[src/rtl/uart_rx_fifo.sv]
// UART receiver (8E1, 16x oversampling) feeding a first-word-fall-through byte FIFO.
// Only frames with good parity and stop bit are queued; a full FIFO drops them and flags overrun.
module uart_rx_fifo #(
  parameter int unsigned CLK_HZ = 50000000,
  parameter int unsigned DEPTH  = 4
) (
  input  logic       clk,
  input  logic       reset,
  input  logic [2:0] baud_select,
  input  logic       Rx_EN,
  input  logic       RxD,
  input  logic       Rx_RD,
  output logic [7:0] Rx_DATA,
  output logic       Rx_EMPTY,
  output logic       Rx_FULL,
  output logic       Rx_FERROR,
  output logic       Rx_PERROR,
  output logic       Rx_OVERRUN
);

  function automatic int unsigned div_for(input int unsigned baud);
    return (CLK_HZ + 8 * baud) / (16 * baud);
  endfunction

  localparam int unsigned Div0 = div_for(300);
  localparam int unsigned Div1 = div_for(1200);
  localparam int unsigned Div2 = div_for(4800);
  localparam int unsigned Div3 = div_for(9600);
  localparam int unsigned Div4 = div_for(19200);
  localparam int unsigned Div5 = div_for(38400);
  localparam int unsigned Div6 = div_for(57600);
  localparam int unsigned Div7 = div_for(115200);
  localparam int unsigned DivW = $clog2(Div0 + 1);

  localparam int unsigned AddrW = $clog2(DEPTH);
  localparam logic [AddrW:0] CntFull = (AddrW + 1)'(DEPTH);
  localparam logic [AddrW:0] CntOne  = (AddrW + 1)'(1);

  localparam logic [2:0] StIdle   = 3'd0;
  localparam logic [2:0] StStart  = 3'd1;
  localparam logic [2:0] StData   = 3'd2;
  localparam logic [2:0] StParity = 3'd3;
  localparam logic [2:0] StStop   = 3'd4;

  logic             rx_meta, rx_sync;
  logic [2:0]       baud_q;
  logic [DivW-1:0]  div_cnt, div_max;
  logic             tick, mid, start_det;
  logic [2:0]       state;
  logic [3:0]       phase;
  logic [2:0]       bit_idx;
  logic [7:0]       shift;
  logic             par_bit, stop_bit, done;
  logic             frame_ferr, frame_perr, good, push, pop;
  logic [7:0]       mem [DEPTH];
  logic [AddrW-1:0] wr_ptr, rd_ptr;
  logic [AddrW:0]   count;
  logic             ferr, perr, ovr;

  // Synchronizer flops reset to the idle line level so reset never looks like a start bit.
  always_ff @(posedge clk) begin
    if (!reset) begin
      rx_meta <= 1'b1;
      rx_sync <= 1'b1;
    end else begin
      rx_meta <= RxD;
      rx_sync <= rx_meta;
    end
  end

  always_comb begin
    div_max = '0;
    case (baud_select)
      3'd0: div_max = DivW'(Div0 - 1);
      3'd1: div_max = DivW'(Div1 - 1);
      3'd2: div_max = DivW'(Div2 - 1);
      3'd3: div_max = DivW'(Div3 - 1);
      3'd4: div_max = DivW'(Div4 - 1);
      3'd5: div_max = DivW'(Div5 - 1);
      3'd6: div_max = DivW'(Div6 - 1);
      3'd7: div_max = DivW'(Div7 - 1);
    endcase
  end

  assign start_det = (state == StIdle) && Rx_EN && !rx_sync;
  assign tick      = (div_cnt == div_max);
  assign mid       = tick && (phase == 4'd7);

  // The divider also restarts on start detection so mid-bit samples align to the falling edge.
  always_ff @(posedge clk) begin
    if (!reset) begin
      div_cnt <= '0;
      baud_q  <= '0;
    end else begin
      baud_q <= baud_select;
      if ((baud_select != baud_q) || start_det || tick) begin
        div_cnt <= '0;
      end else begin
        div_cnt <= div_cnt + DivW'(1);
      end
    end
  end

  always_ff @(posedge clk) begin
    if (!reset) begin
      state    <= StIdle;
      phase    <= '0;
      bit_idx  <= '0;
      shift    <= '0;
      par_bit  <= 1'b0;
      stop_bit <= 1'b0;
      done     <= 1'b0;
    end else begin
      done <= 1'b0;
      if (state == StIdle) begin
        if (start_det) begin
          state   <= StStart;
          phase   <= '0;
          bit_idx <= '0;
        end
      end else if (!Rx_EN) begin
        state <= StIdle;
      end else begin
        if (tick) begin
          phase <= phase + 4'd1;
        end
        if (mid) begin
          case (state)
            StStart: state <= rx_sync ? StIdle : StData;
            StData: begin
              shift   <= {rx_sync, shift[7:1]};
              bit_idx <= bit_idx + 3'd1;
              if (bit_idx == 3'd7) begin
                state <= StParity;
              end
            end
            StParity: begin
              par_bit <= rx_sync;
              state   <= StStop;
            end
            StStop: begin
              stop_bit <= rx_sync;
              done     <= 1'b1;
              state    <= StIdle;
            end
            default: state <= StIdle;
          endcase
        end
      end
    end
  end

  assign frame_ferr = !stop_bit;
  assign frame_perr = ^{shift, par_bit};
  assign good       = done && !frame_ferr && !frame_perr;
  assign pop        = Rx_RD && (count != '0);
  // A simultaneous pop frees the slot, so a full FIFO still accepts the byte.
  assign push       = good && ((count != CntFull) || pop);

  always_ff @(posedge clk) begin
    if (!reset) begin
      ferr <= 1'b0;
      perr <= 1'b0;
      ovr  <= 1'b0;
    end else begin
      if (done) begin
        ferr <= frame_ferr;
        perr <= frame_perr;
      end
      if (pop) begin
        ovr <= 1'b0;
      end else if (good && !push) begin
        ovr <= 1'b1;
      end
    end
  end

  always_ff @(posedge clk) begin
    if (push) begin
      mem[wr_ptr] <= shift;
    end
  end

  always_ff @(posedge clk) begin
    if (!reset) begin
      wr_ptr <= '0;
      rd_ptr <= '0;
      count  <= '0;
    end else begin
      if (push) begin
        wr_ptr <= wr_ptr + AddrW'(1);
      end
      if (pop) begin
        rd_ptr <= rd_ptr + AddrW'(1);
      end
      if (push && !pop) begin
        count <= count + CntOne;
      end else if (pop && !push) begin
        count <= count - CntOne;
      end
    end
  end

  assign Rx_DATA    = (count == '0) ? 8'h00 : mem[rd_ptr];
  assign Rx_EMPTY   = (count == '0);
  assign Rx_FULL    = (count == CntFull);
  assign Rx_FERROR  = ferr;
  assign Rx_PERROR  = perr;
  assign Rx_OVERRUN = ovr;

endmodule

[config.mk]
export PLATFORM = sky130hd
export DESIGN_NAME = uart_rx_fifo
export DESIGN_NICKNAME = d
export VERILOG_FILES = /design/src/rtl/uart_rx_fifo.sv
export SDC_FILE = /design/constraint.sdc
export NUM_CORES = 1
export LEC_CHECK = 0
export CAP_MARGIN = 20
export CORE_ASPECT_RATIO = 1.25
export CORE_UTILIZATION = 35
export DETAILED_ROUTE_END_ITERATION = 8
export GPL_ROUTABILITY_DRIVEN = 0
export PLACE_DENSITY = 0.64
export SLEW_MARGIN = 20
export SYNTH_ARGS = -nofsm -noshare
export SYNTH_HDL_FRONTEND = slang
export SYNTH_SLANG_ARGS = --single-unit
export TNS_END_PERCENT = 100
[constraint.sdc]
create_clock -name clk -period 2.8 [get_ports clk]
set_clock_uncertainty 0.1 [all_clocks]
set_input_delay 0.28 -clock clk [delete_from_list [all_inputs] [get_ports clk]]
set_output_delay 0.28 -clock clk [all_outputs]
set_load 0.005 [all_outputs]
==> key figures <==
Critical path
  • CP Cell Sequence: xnor2_2, xnor3_1, xnor2_2, nor3_2, ha_2, inv_2, fa_2, xor2_1, or3_1, a21oi_2
  • Critical path endpoint category: flip-flop
  • Crit-path max FO: 4
  • Critical path's most frequent cell: xnor2_2
  • R2R Setup Slk: 0.05 ns
  • Critical path class: flip-flop to flip-flop
  • Reg2reg start: shift[6]
  • CP max stage cell: xnor3_1
  • Critical path startpoint category: flip-flop
  • Critical path required time: 2.97 ns
  • R2r worst-path depth: 10
  • Reg2Reg Capture Point: count[2]
  • Max incr delay on CP: 0.45 ns
  • WP data arrival: 2.93 ns

Global routing
  • First-pass GRT wire length: 13.2 mm
  • GRT overflow: 0
  • Vias in the first global route: 2842
  • Largest net degree at the start of global routing: 22
  • Initial antenna violation count: 0
  • GRT Total Usage: 0.142

Routing
  • DR DRC count: 3
  • Detail Route Antenna Nets: 0
  • Total wire length: 7.82 mm
  • First DRT Iteration DRCs: 126
  • TritonRoute pass-1 iters: 6
  • Routed vias: 2906
  • Via-per-instance ratio: 5.08
  • Drt wl/cell: 13.7 microns

Clock tree
  • Max Root-Sink Buffers: 2
  • Depth of the CTS H-tree: 3
  • Root buffer cell: clkbuf_16
  • Hold_buf cts: 0
  • Worst-path clk slew: 0.06 ns
  • Sink Count: 84
  • Cts bufs inserted: 9
  • CTS tree: done
  • Clock network latency to the later pin of the worst-skew pair: 0.34 ns

Run status
  • Status: finished with violations
  • Failing checks: design-rule violations

Logic synthesis
  • Dominant cells by area after synthesis: dfxtp_1, edfxtp_1, xor2_1
  • Leading area contributor after synthesis: dfxtp_1
  • Post-synthesis simple-gate area fraction: 0.203
  • Post-synth ARST share: 0
  • Synth unique cells: 49
  • Synth Area in XOR/XNOR: 0.0751
  • Yosys warning total: 0
  • Seq/Total Area, Yosys: 0.496
  • Synthesized flop and latch total: 84
  • Post-Syn Area per Cell: 10.4 sq um
  • Main combinational cell family by area after synthesis: simple AND/OR/NAND/NOR gates
  • Number of enable flip-flop cells after synthesis: 32
  • Synthesized instance count: 387
  • Top-area cell type share of the netlist area: 0.258
  • Syn_nets: 410
  • Multiplexer share of the synthesized area: 0.0670
  • Synthesized area: 4030 sq um
  • Post-synthesis adder-cell area fraction: 0.0484
  • Post-synthesis compound-gate area fraction: 0.0738
  • Ys flop type: dfxtp_1

STA
  • Final setup viols: 0
  • RSZ-0062 raised after global routing: true
  • Min cycle time layout: 2.75 ns
  • Tightest Pin Transition: 0.610 ns
  • FMAX: 0.363 GHz
  • Share of the clock period used by the worst path: 0.983
  • Max Slew Vio Count: 0
  • Slew HR: 0.594
  • Hold Vio Cnt, Final: 0

Cells and area
  • Fin area: 4980 sq um
  • Final Net Count: 455
  • Layout Cells excl Fill: 572
  • Area Growth Syn to Fin: 23.4%
  • Ant. Diodes: 0
  • Commonest non-fill, non-tap cell in the layout: dfxtp_1
  • Layout cells sized above 1: 0.183
  • Most frequent cells in the layout: dfxtp_1, nor2_1, buf_4
  • Filler cell count: 1022

Die
  • Total core area: 11100 sq um
  • Die Ht: 122 microns
  • Site row count: 43
  • Initial Util: 0.362
  • Die Area: 12000 sq um
  • Die W: 98.0 microns
  • IO Pins: 21

Placement
  • Port Buffers: 20
  • Post-DP HPWL: 5.65 mm
  • Placed cell count: 553
  • Placed instance area: 4580 sq um

Power and ir drop
  • P_leak: 1.89 nW
  • Max VDD drop: 0.316 mV
  • Pwr dens: 600 nW/um^2

Hold path
  • Hold Crit Endpoint: rx_sync
  • Worst min path class: flip-flop to flip-flop
  • Hold path startpoint: rx_meta
  • Min-Delay Path Depth: 1

Flow run
  • Max_cap viols: 0
how the worst max path moves through the flow:
stage | endpoint | from | slack (ns)
after floorplan | count[2] | shift[4] | 0.02
after global placement | bit_idx[2] | baud_select[0] | -0.20
after detailed placement | bit_idx[1] | baud_select[0] | -0.28
after CTS | count[2] | shift[7] | 0.08
after global routing | count[2] | shift[6] | -0.05
final | count[2] | shift[6] | 0.05
cell usage after synthesis, types with 7 or more instances:
cell type / n
nor2_1: 38
edfxtp_1: 32
nand3_1: 25
dfxtp_1: 52
xor2_1: 21
mux2i_1: 9
o21ai_0: 13
and2_1: 17
ha_1: 14
nor3_1: 11
mux4_2: 8
a21oi_1: 14
clkbuf_1: 15
inv_1: 14
nand4_1: 7
xnor2_1: 11
nand2_1: 19
per-layer routing:
layer,track usage,vias to the layer above,share of wire
li1,-,1465,-
met2,0.255,61,0.53
met5,0,-,0
met4,0.0530,0,0.018
met1,0.154,1367,0.41
met3,0.0488,13,0.037
final cells by class:
class / instances / area (sq um) / share of cell area
Sequential cell: 84 / 2010 / 0.404
Tap cell: 135 / 169 / 0.0339
Clock inverter: 7 / 75.1 / 0.0151
Timing Repair Buffer: 55 / 488 / 0.0980
Inverter: 14 / 52.6 / 0.0106
Multi-Input combinational cell: 268 / 1960 / 0.394
Clock buffer: 9 / 225 / 0.0452
kinds of logic (layout without fill, tap and decap cells):
group,after synthesis,in the layout
DFF,84,84
adders and majority gates,15,15
xor gates and xnor gates,33,33
AOI/OAI and AO/OA,49,49
buffers and inverters,35,85
muxes,17,17
and+or+nand+nor,154,154
critical path, delay by kind of cell (launching register included):
kind,cells,cell delay [ns]
adder cells (fa/ha/maj),2,0.56
buffers and inverters,1,0.04
XOR/XNOR,4,0.93
flip-flops,1,0.36
AO/OA/AOI/OAI,1,0.13
AND/OR/NAND/NOR,2,0.58
registers in the layout (all words and copies together), names as in the netlist, named ones only:
name / flops
phase: 4
Rx_OVERRUN: 1
par_bit: 1
state: 3
Rx_PERROR: 1
done: 1
wr_ptr: 2
stop_bit: 1
rd_ptr: 2
baud_q: 3
rx_meta: 1
count: 3
rx_sync: 1
shift: 8
div_cnt: 14
mem: 32
bit_idx: 3
Rx_FERROR: 1
per-stage QoR:
stage | hold slack [ns] | setup WS [ns] | total power [mW] | util | TNS [ns]
global route | 0.353 | -0.0506 | 3.14 | 0.447 | -0.0506
detailed placement | 0.296 | -0.275 | 1.82 | 0.411 | -6.24
CTS | 0.311 | 0.0777 | 3.01 | 0.438 | 0
floorplan | 0.281 | 0.0218 | 1.64 | - | 0
finish | 0.307 | 0.0485 | 2.99 | 0.447 | 0
global placement | 0.295 | -0.203 | 1.81 | 0.411 | -4.54
repair_timing:
action                                  4_1_cts  5_1_grt
gates resized for setup                       0       17
setup buffers                                 0        3
endpoints found under the setup margin        0       22
power by group:
part	internal (mW)	switching, mW
Combinational	0.231	0.202
Clock	0.695	0.494
Sequential	1.30	0.0652
Total	2.23	0.762
Note: power is estimated with default switching activity, not from simulation.
